[src/rtl/fp_mul_arb_pkg.sv]
// fp_mul_arb_pkg: state type, widths and rounding-mode constants shared by fp_mul_arbiter
package fp_mul_arb_pkg;
  localparam int FP_W = 32;
  localparam int RM_W = 3;
  localparam logic [RM_W-1:0] RM_RNE = 3'b000;
  localparam logic [RM_W-1:0] RM_RTZ = 3'b001;
  localparam logic [RM_W-1:0] RM_RDN = 3'b010;
  localparam logic [RM_W-1:0] RM_RUP = 3'b011;
  localparam logic [RM_W-1:0] RM_RMM = 3'b100;
  typedef enum logic [1:0] {IDLE, EXEC, DONE} arb_state_t;
  function automatic logic [RM_W-1:0] legal_rm(input logic [RM_W-1:0] rm);
    return (rm > RM_RMM) ? RM_RNE : rm;
  endfunction
endpackage

[src/rtl/fp_mul_arbiter_rr_arbiter.sv]
// rr_arbiter: combinational round-robin pick of the first request at or after the pointer
module rr_arbiter #(
  parameter int N  = 2,
  parameter int IW = $clog2(N)
) (
  input  logic [N-1:0]  i_req,
  input  logic [IW-1:0] i_ptr,
  output logic [N-1:0]  o_gnt,
  output logic [IW-1:0] o_idx
);
  logic [IW:0] w_j;
  // Walk offsets high to low so the closest request to the pointer wins last
  always_comb begin
    o_idx = i_ptr;
    w_j = '0;
    for (int k = N - 1; k >= 0; k--) begin
      w_j = {1'b0, i_ptr} + (IW+1)'(k);
      w_j = (w_j >= (IW+1)'(N)) ? w_j - (IW+1)'(N) : w_j;
      if (i_req[w_j[IW-1:0]]) o_idx = w_j[IW-1:0];
    end
  end
  assign o_gnt = (|i_req) ? {{(N-1){1'b0}}, 1'b1} << o_idx : '0;
endmodule

[src/rtl/fp_mul_arbiter.sv]
// fp_mul_arbiter: round-robin sequencer sharing one combinational FP multiplier among NUM_REQ lanes.
// Define FP_MUL_ARB_FFLAGS_EN to add sticky overflow/underflow flags with a clear input.
module fp_mul_arbiter
  import fp_mul_arb_pkg::*;
#(
  parameter int NUM_REQ = 2
) (
  input  logic                    clk,
  input  logic                    rst,
  input  logic [NUM_REQ-1:0]      req_valid,
  output logic [NUM_REQ-1:0]      req_ready,
  input  logic [NUM_REQ*FP_W-1:0] req_x,
  input  logic [NUM_REQ*FP_W-1:0] req_y,
  input  logic [NUM_REQ*RM_W-1:0] req_rmode,
  output logic [NUM_REQ-1:0]      resp_valid,
  input  logic [NUM_REQ-1:0]      resp_ready,
  output logic [FP_W-1:0]         resp_z,
  output logic                    resp_ovrf,
  output logic                    resp_udrf,
  output logic [FP_W-1:0]         mul_x,
  output logic [FP_W-1:0]         mul_y,
  output logic [RM_W-1:0]         mul_rmode,
  input  logic [FP_W-1:0]         mul_z,
  input  logic                    mul_ovrf,
  input  logic                    mul_udrf
`ifdef FP_MUL_ARB_FFLAGS_EN
  ,
  input  logic                    fflags_clr,
  output logic                    fflags_ovrf,
  output logic                    fflags_udrf
`endif
);
  localparam int IW = $clog2(NUM_REQ);
  arb_state_t r_state, w_next;
  logic [IW-1:0] r_ptr, r_gnt, w_idx;
  logic [NUM_REQ-1:0] w_gnt;
  logic [FP_W-1:0] r_x, r_y, r_z;
  logic [RM_W-1:0] r_rm;
  logic r_ovrf, r_udrf, w_req_hs, w_resp_hs;
  rr_arbiter #(.N(NUM_REQ)) u_arb (
    .i_req(req_valid),
    .i_ptr(r_ptr),
    .o_gnt(w_gnt),
    .o_idx(w_idx)
  );
  assign w_req_hs   = (r_state == IDLE) && (|req_valid);
  assign w_resp_hs  = (r_state == DONE) && resp_ready[r_gnt];
  assign req_ready  = (r_state == IDLE) ? w_gnt : '0;
  assign resp_valid = (r_state == DONE) ? {{(NUM_REQ-1){1'b0}}, 1'b1} << r_gnt : '0;
  assign resp_z     = r_z;
  assign resp_ovrf  = r_ovrf;
  assign resp_udrf  = r_udrf;
  assign mul_x      = r_x;
  assign mul_y      = r_y;
  assign mul_rmode  = r_rm;
  always_comb begin
    w_next = r_state;
    case (r_state)
      IDLE:    w_next = w_req_hs ? EXEC : IDLE;
      EXEC:    w_next = DONE;
      DONE:    w_next = w_resp_hs ? IDLE : DONE;
      default: w_next = IDLE;
    endcase
  end
  always_ff @(posedge clk) begin
    if (rst) r_state <= IDLE;
    else     r_state <= w_next;
  end
  always_ff @(posedge clk) begin
    if (rst) begin
      r_ptr  <= '0;
      r_gnt  <= '0;
      r_x    <= '0;
      r_y    <= '0;
      r_rm   <= RM_RNE;
      r_z    <= '0;
      r_ovrf <= 1'b0;
      r_udrf <= 1'b0;
    end else begin
      if (w_req_hs) begin
        r_x   <= req_x[w_idx*FP_W +: FP_W];
        r_y   <= req_y[w_idx*FP_W +: FP_W];
        r_rm  <= legal_rm(req_rmode[w_idx*RM_W +: RM_W]);
        r_gnt <= w_idx;
        r_ptr <= (w_idx == IW'(NUM_REQ - 1)) ? '0 : w_idx + 1'b1;
      end
      if (r_state == EXEC) begin
        r_z    <= mul_z;
        r_ovrf <= mul_ovrf;
        r_udrf <= mul_udrf;
      end
    end
  end
`ifdef FP_MUL_ARB_FFLAGS_EN
  logic r_ff_ovrf, r_ff_udrf;
  // A capture in the same cycle as a clear is still recorded
  always_ff @(posedge clk) begin
    if (rst) begin
      r_ff_ovrf <= 1'b0;
      r_ff_udrf <= 1'b0;
    end else begin
      r_ff_ovrf <= (r_ff_ovrf & ~fflags_clr) | ((r_state == EXEC) & mul_ovrf);
      r_ff_udrf <= (r_ff_udrf & ~fflags_clr) | ((r_state == EXEC) & mul_udrf);
    end
  end
  assign fflags_ovrf = r_ff_ovrf;
  assign fflags_udrf = r_ff_udrf;
`endif
endmodule

[config.mk]
export PLATFORM = sky130hd
export DESIGN_NAME = fp_mul_arbiter
export DESIGN_NICKNAME = d
export VERILOG_FILES = /design/src/rtl/fp_mul_arb_pkg.sv /design/src/rtl/fp_mul_arbiter_rr_arbiter.sv /design/src/rtl/fp_mul_arbiter.sv
export SDC_FILE = /design/constraint.sdc
export NUM_CORES = 1
export LEC_CHECK = 0
export CAP_MARGIN = 20
export CORE_MARGIN = 4
export CORE_UTILIZATION = 37
export DETAILED_ROUTE_END_ITERATION = 8
export GPL_ROUTABILITY_DRIVEN = 1
export PLACE_DENSITY = 0.93
export REMOVE_ABC_BUFFERS = 1
export SLEW_MARGIN = 15
export SYNTH_ARGS = -nofsm -noshare
export SYNTH_HDL_FRONTEND = slang
export SYNTH_SLANG_ARGS = --single-unit
[constraint.sdc]
create_clock -name clk -period 4.5 [get_ports clk]
set_clock_uncertainty 0.1 [all_clocks]
set_input_delay 0.9 -clock clk [delete_from_list [all_inputs] [get_ports clk]]
set_output_delay 0.9 -clock clk [all_outputs]
set_load 0.05 [all_outputs]
* Word-level counts from Yosys, hierarchy flattened
Index checks and enable logic that the tools add are counted.
Word-level totals: word-level logic and storage cells 49, output and inout port bits 105, register bits after elaboration 105, input port bits 174
Cells by class: reduce and logical (&&, ||, !) cells 4, order comparisons 6, muxes and demuxes 18, equality and inequality tests 2, add/subtract/negate cells 4, multiply operators 1, shift-type cells 5
Operators by type and width (number):
- $shiftx A64 B7 Y32 | 2
- $mux W1 | 12
- $mux W2 | 4
- $lt A1 B2 Y1 const B | 3
- $pmux W2 S3 | 1
- $shiftx A6 B4 Y3 | 1
- $shl A1 B1 Y2 const A | 2
- $gt A3 B3 Y1 const B | 1
- $mul A1 B2 Y3 const B | 1
- $mux W3 | 1
- $add A1 B1 Y2 const B | 1
- $eq A2 B1 Y1 const B | 1
- $eq A2 B2 Y1 const B | 1
- $ge A1 B2 Y1 const B | 1
- $ge A2 B2 Y1 const B | 1
- $logic_and A1 B1 Y1 | 2
- $logic_not A2 Y1 | 1
- $reduce_or A2 Y1 | 1
- $sub A1 B1 Y1 const B | 2
- $add A1 B1 Y1 const B | 1

* Depth between registers and ports, before layout
Gate-level depths: netlist of the first run.
depth in word-level cells 11, mapped depth 6, depth with buffers taken out 5

* Cells and area by module
A second synthesis of the first run with hierarchy kept.
Second synthesis, totals: cells, all modules 489, area, all modules 4679.5 um2
By module, submodules not included:
- fp_mul_arbiter | cells an instance 484, area each 4649.5 um2, times used 1
- rr_arbiter | cells an instance 5, area each 30.0 um2, times used 1

* Worst setup path before layout of the first run
OpenSTA, ideal clock, no wires.
kind input -> output, start input port req_valid[0], end output port req_ready[1], data required time 3.500 ns, setup slack 1.776 ns, data arrival time 1.724 ns, path buffers 1, stages on the path 4, path through inv_2 > o21ai_0 > nor3_1 > buf_2
On the way: longest elaborated chain between the ends 7, elaborated cells on any way between the ends 10, classes of those cells shift: 1; mux: 8; reduce/logical: 1
Ends and longest elaborated chain:
- start, declared | RTL line fp_mul_arbiter.sv:10 | input logic [NUM_REQ-1:0] req_valid,
- $mux W1 (implied by the code) (2 in a row) | RTL line fp_mul_arbiter_rr_arbiter.sv:19 | if (i_req[w_j[IW-1:0]]) o_idx = w_j[IW-1:0];
- $mux W1 (2 in a row) | RTL line fp_mul_arbiter_rr_arbiter.sv:19
- $shl A1 B1 Y2 | RTL line fp_mul_arbiter_rr_arbiter.sv:22 | assign o_gnt = (|i_req) ? {{(N-1){1'b0}}, 1'b1} << o_idx : '0;
- $mux W2 * | RTL line fp_mul_arbiter_rr_arbiter.sv:22
- $mux W2 * | RTL line fp_mul_arbiter.sv:48 | assign req_ready = (r_state == IDLE) ? w_gnt : '0;
- end, declared | RTL line fp_mul_arbiter.sv:11 | output logic [NUM_REQ-1:0] req_ready,
Mark *: on every way between the ends. The rest lies on a longest branch, timed or not. The select of a mux whose other input is x is not followed.

* Worst setup path after layout of the first run
start input port req_valid[1], end output port req_ready[1]
Same word-level chain as after synthesis.

==> run metrics, run 1 <==
number of max-slew violations in the final report 0; leakage 0.002604 uW; Antenna Cells 0; pre-CTS setup slack 1323 ps; DRT Wirelength 14.46 mm; power consumption 2584 uW; fin crit share 0.7032; pin count of the biggest net entering global routing 106; Placer Congestion ~0.8; max-capacitance violation count 0; final instance area a little over 7000 sq um; Global Route Usage Sum 0.2226; Distinct cells, synth 30; Crit Path Class in2out; first-pass iteration count of the detailed router 8; Core Region 10320 sq um; crit start category input port; minimum hold slack 358.7 ps; Rel. slew slack 0.3275; DRC Markers 0; Max Root-Sink Buffers 2; pwr dens roughly 370 nW/um^2; final setup vio count 0; vias per std cell 5.365; Seq/Total Area, Yosys 0.5366; detailed placement HPWL 11.02 mm; WL/cell 17.64 microns; synthesized flop and latch total approximately 110; GRT overflow 0; commonest non-fill, non-tap cell in the layout clkdlybuf4s50_1; I/O pin cnt 279; synth warn 0; syn avg cell area 9.218 sq um; Layout fillers 762; Fmax achieved 316.0 MHz; status finished clean; Post-Syn Instances 425; DR iter-0 viols 538; Critical Path AT about 2200 ps; first-pass GRT wire length 22.46 mm; Port Buffers 278; RSZ-0062 raised after global routing false; vias in the first global route 4439; worst-path fanout max 6; Max VDD drop ~0.0002 V; DR vias around 4400; CTS Buf Count 9; Die H 110.9 microns; Post-DRT Antenna Nets 0; Root Buffer clkbuf_8; most frequent cells in the layout clkdlybuf4s50_1 (275), dfxtp_1 (105), nor2_1 (71); clk_lat worst skew 340 ps; Clock Pin Slew Worst Setup and Hold Paths 100 ps; PnR worst setup slack 1336 ps; initial antenna violation count 0; Starting Density 0.3795; share of cells above drive strength 1 0.04678; postcts setup bufs 0; Post-Syn Area between 3000 and 4000 sq um; Least-Margin Pin Slew between 1000 and 1500 ps; post-CTS sizing 0; Fin. Hold Viols 0; Hold/Removal Path Class reg2reg; minimum clock period 3164 ps; CTS tree done; Area Growth Syn to Fin 79.69%; Worst Path Required 3500 ps; clock sink count 105; die area 12300 sq um; DP Area 6809 sq um; nets ~850; hold buffer count at CTS 0; Final Util 0.6819; row count 37; CP endpoint kind primary output; H-tree depth 3; Die X-Extent 110.9 microns
-- synthesized netlist by cell type --
library cell / count / area share
o21a_1: 1 / 0.0019
inv_1: 2 / 0.0019
nand2b_1: 1 / 0.0016
a22oi_1: 2 / 0.0038
dfxtp_1: 105 / 0.54
nor2b_1: 1 / 0.0016
buf_4: 1 / 0.0019
and3_1: 1 / 0.0016
inv_2: 1 / 0.00096
buf_1: 2 / 0.0019
nor4b_2: 1 / 0.0038
a211oi_1: 15 / 0.029
clkbuf_1: 33 / 0.032
maj3_2: 1 / 0.0029
nor3b_1: 1 / 0.0019
buf_2: 4 / 0.0051
a21oi_1: 37 / 0.047
mux2_4: 2 / 0.0077
o211a_1: 1 / 0.0026
a222oi_1: 49 / 0.13
and3b_1: 1 / 0.0022
nor2_1: 71 / 0.068
nor3_1: 1 / 0.0013
a22o_1: 1 / 0.0022
o21ai_0: 1 / 0.0013
buf_6: 1 / 0.0029
nand3b_1: 1 / 0.0019
mux2i_1: 16 / 0.041
o21ai_1: 2 / 0.0026
nand2_1: 69 / 0.066
-- path summary, 6_finish.rpt --
check                         start                   endpoint  slack [ps]  cells after the start
min          resp_z[3]$_SDFFE_PP0P_     resp_z[3]$_SDFFE_PP0P_         360                      2
max                    req_valid[1]               req_ready[1]        1340                      4
min reg2reg  resp_z[3]$_SDFFE_PP0P_     resp_z[3]$_SDFFE_PP0P_         360                      2
max reg2reg   r_state[0]$_SDFF_PP0_  mul_rmode[2]$_SDFFE_PP0P_        2370                      4
-- report_power, final --
part	switching, uW	internal [uW]	total, uW	leakage (uW)
Sequential	49.3	1010	1060	0.000864
Combinational	526	380	907	0.00163
Clock	304	311	615	0.000106
Total	879	1710	2580	0.00260
-- stage by stage --
step | TNS [ps] | instances
finish | 0 | 820
global route | 0 | 820
CTS | 0 | 819
detailed placement | 0 | 803
global placement | 0 | 800
floorplan | -28950 | 384
-- area by class of cell --
class / instances / area [sq um] / area share
flip-flops and latches: 105 / 2102 / 0.2986
repair buffers: 284 / 2893 / 0.4109
inverters: 3 / 11.26 / 0.001600
well taps: 136 / 170.2 / 0.02417
clock inverters: 6 / 82.58 / 0.01173
clock buffers: 10 / 127.6 / 0.01813
multi-input cells: 276 / 1653 / 0.2348
-- registers in the layout (all words and copies together), names as in the netlist --
signal,count
r_ptr,1
mul_rmode,3
r_state,2
resp_ovrf,1
resp_udrf,1
r_gnt,1
mul_x,32
mul_y,32
resp_z,32
-- critical path, stage by stage --
cell	delay, ps
clkdlybuf4s50_1	620
o21ai_0	190
nor3_2	270
buf_12	190
-- cell families after synthesis --
logic type | after synthesis | synth area share
compound gates | 109 | 0.2156
fa+ha+maj | 1 | 0.002874
buf+inv | 44 | 0.04631
flops | 105 | 0.5366
mux | 18 | 0.04855
simple gates | 148 | 0.1501
-- metal layers --
layer  part of all wire  GRT usage  vias up  wire (microns)
met4              0.032    0.09113        0             459
li1                   -          -     2058               -
met1               0.37     0.2397     2074            5280
met3              0.079    0.06441       33            1144
met5                  0          0        -               0
met2               0.52     0.4057      234            7578
No activity file was read; power rests on OpenSTA's default activity.
==> inputs of run 2 (changes only) <==
--- a/config.mk
+++ b/config.mk
@@ -7,10 +7,10 @@
 export LEC_CHECK = 0
 export CAP_MARGIN = 20
 export CORE_MARGIN = 4
-export CORE_UTILIZATION = 37
+export CORE_UTILIZATION = 35
 export DETAILED_ROUTE_END_ITERATION = 8
 export GPL_ROUTABILITY_DRIVEN = 1
-export PLACE_DENSITY = 0.93
+export PLACE_DENSITY = 0.89
 export REMOVE_ABC_BUFFERS = 1
 export SLEW_MARGIN = 15
 export SYNTH_ARGS = -nofsm -noshare
==> constraint.sdc (replaced) <==
create_clock -name clk -period 3.1 [get_ports clk]
set_clock_uncertainty 0.1 [all_clocks]
set_input_delay 0.62 -clock clk [delete_from_list [all_inputs] [get_ports clk]]
set_output_delay 0.62 -clock clk [all_outputs]
set_load 0.05 [all_outputs]
==> run metrics, run 2 (same netlist as run 1, synthesis figures left out) <==
Root Buffer clkbuf_8 (unchanged); CTS tree done (unchanged); fin crit share 0.9212; RSZ-0062 raised after global routing false (unchanged); Area Growth Syn to Fin 78.70% (was 79.69%); Max VDD drop 0.0003261 V (was 0.0002028 V); pin count of the biggest net entering global routing 106 (unchanged); DR iter-0 viols 516 (was 538); H-tree depth 3 (unchanged); Placer Congestion 0.8440 (was 0.8236); vias in the first global route 4359 (was 4439); postcts setup bufs 0 (unchanged); Post-DRT Antenna Nets 0 (unchanged); Die X-Extent 113.8 microns (was 110.9 microns); clk_lat worst skew 350 ps (was 340 ps); nets 857 (was 853); Core Region 10890 sq um (was 10320 sq um); Fmax achieved 350.2 MHz; Max Root-Sink Buffers 2 (unchanged); Clock Pin Slew Worst Setup and Hold Paths 90 ps (was 100 ps); Antenna Cells 0 (unchanged); worst-path fanout max 21 (was 6); placed insts 812 (was 803); status finished with violations (was finished clean); violated checks design-rule violations; commonest non-fill, non-tap cell in the layout clkdlybuf4s50_1 (unchanged); crit start category register (was input port); Global Route Usage Sum 0.2159 (was 0.2226); Worst Path Required 2380 ps (was 3500 ps); Rel. slew slack 0.2539 (was 0.3275); number of max-slew violations in the final report 0 (unchanged); Port Buffers 278 (unchanged); Non-Filler Instances 826 (was 820); GRT overflow 0 (unchanged); WL/cell 17.87 microns (was 17.64 microns); Net Switching 1271 uW (was 879.0 uW); vias per std cell 5.269 (was 5.365); I/O pin cnt 279 (unchanged); hold buffer count at CTS 0 (unchanged); Die H 113.8 microns (was 110.9 microns); final setup vio count 0 (unchanged); Starting Density 0.3598 (was 0.3795); post-CTS sizing 0 (unchanged); clock sink count 105 (unchanged); Sw Ratio 0.3459 (was 0.3401); minimum clock period around 2900 ps; Crit Path Class reg2out (was in2out); clock share of power 0.224 (was 0.238); DR vias 4352 (was 4399); Least-Margin Pin Slew 1119 ps (was 1009 ps); internal power 2404 uW (was 1705 uW); DRC Markers 7 (was 0); die area 12950 sq um (was 12300 sq um); leakage 0.002591 uW (was 0.002604 uW); max-capacitance violation count 0 (unchanged); Critical Path AT 2140 ps (was 2160 ps); first-pass iteration count of the detailed router 9 (was 8); combinational share of power 0.356 (was 0.351); CTS Buf Count 9 (unchanged); initial antenna violation count 0 (unchanged); detailed placement HPWL 11.07 mm (was 11.02 mm); DRT Wirelength 14.76 mm (was 14.46 mm); Hold/Removal Path Class reg2reg (unchanged); Fin. Hold Viols 0 (unchanged); setup TNS 0 ps (unchanged); Seq pwr share 0.420 (was 0.411); pwr dens 525.0 nW/um^2 (was 367.1 nW/um^2); CP endpoint kind primary output (unchanged); most frequent cells in the layout clkdlybuf4s50_1 (275), dfxtp_1 (105), nor2_1 (71) (unchanged); first-pass GRT wire length 22.31 mm (was 22.46 mm); final instance area 7000 sq um (was 7039 sq um); row count 38 (was 37); DP Area 6817 sq um (was 6809 sq um); share of cells above drive strength 1 0.04956 (was 0.04678); Layout fillers 857 (was 762)
[run 2: cell types whose count changed in the layout (fill, tap and decap cells not counted), sizes merged]
cell	change
bufinv	-1
buf	+4
clkinv	-2
clkbuf	+1
[run 2: worst max-delay path: stages (launching register included)]
cell     delay [ps]
dfxtp_1         370
nor2_1          340
and3_1          830
buf_12          220
[run 2: layout make-up]
type	count	area, sq um	share of cell area
Multi-Input combinational cell	276	1653	0.2361
Sequential cell	105	2102	0.3003
Tap cell	140	175.2	0.02502
Timing Repair Buffer	288	2875	0.4107
Inverter	3	11.26	0.001609
Clock buffer	11	141.4	0.02020
Clock inverter	3	42.54	0.006077
[run 2: layer usage]
metal	vias up	part of all wire	global-route usage	wire length [microns]
li1	2063	-	-	-
met1	2029	0.36	0.2274	5306
met2	226	0.53	0.3997	7753
met3	34	0.082	0.06048	1208
met4	0	0.034	0.09343	495
met5	-	0	0	0
[run 2: path summary, 6_finish.rpt]
| check | start | to | slack (ps) | cells after the start |
|---|---|---|---|---|
| setup / recovery | r_state[0]$_SDFF_PP0_ | req_ready[0] | 240 | 3 |
| hold reg to reg | resp_z[29]$_SDFFE_PP0P_ | resp_z[29]$_SDFFE_PP0P_ | 360 | 2 |
| hold / removal | resp_z[29]$_SDFFE_PP0P_ | resp_z[29]$_SDFFE_PP0P_ | 360 | 2 |
| setup reg to reg | r_state[0]$_SDFF_PP0_ | mul_y[26]$_SDFFE_PP0P_ | 780 | 5 |
[run 2: metrics by stage]
step	utilization	hold slack (ps)	power, uW	worst slack [ps]
global placement	0.6261	341.7	2848	274.8
CTS	0.6430	358.9	3700	261.6
detailed placement	0.6261	347.5	2882	269.8
global route	0.6430	376.8	3833	132.1
floorplan	-	403.5	2280	-1698
finish	0.6430	356.7	3675	244.4
[run 2: power by group through the flow]
stage	Sequential (uW)	Combinational (uW)	Clock (uW)
4_1_cts	1540	1310	844
5_1_grt	1560	1380	898
6_report	1540	1310	822
3_5_place_dp	1570	1310	0
3_3_place_gp	1570	1280	0
2_1_floorplan	1970	308	0
==> inputs of run 3 (changes only) <==
--- a/config.mk
+++ b/config.mk
@@ -8,6 +8,7 @@
 export CAP_MARGIN = 20
 export CORE_MARGIN = 4
 export CORE_UTILIZATION = 35
+export CTS_CLUSTER_DIAMETER = 200
 export DETAILED_ROUTE_END_ITERATION = 8
 export GPL_ROUTABILITY_DRIVEN = 1
 export PLACE_DENSITY = 0.89
==> results of run 3 <==
The final DEF is identical to that of run 2; final timing and power are the same.
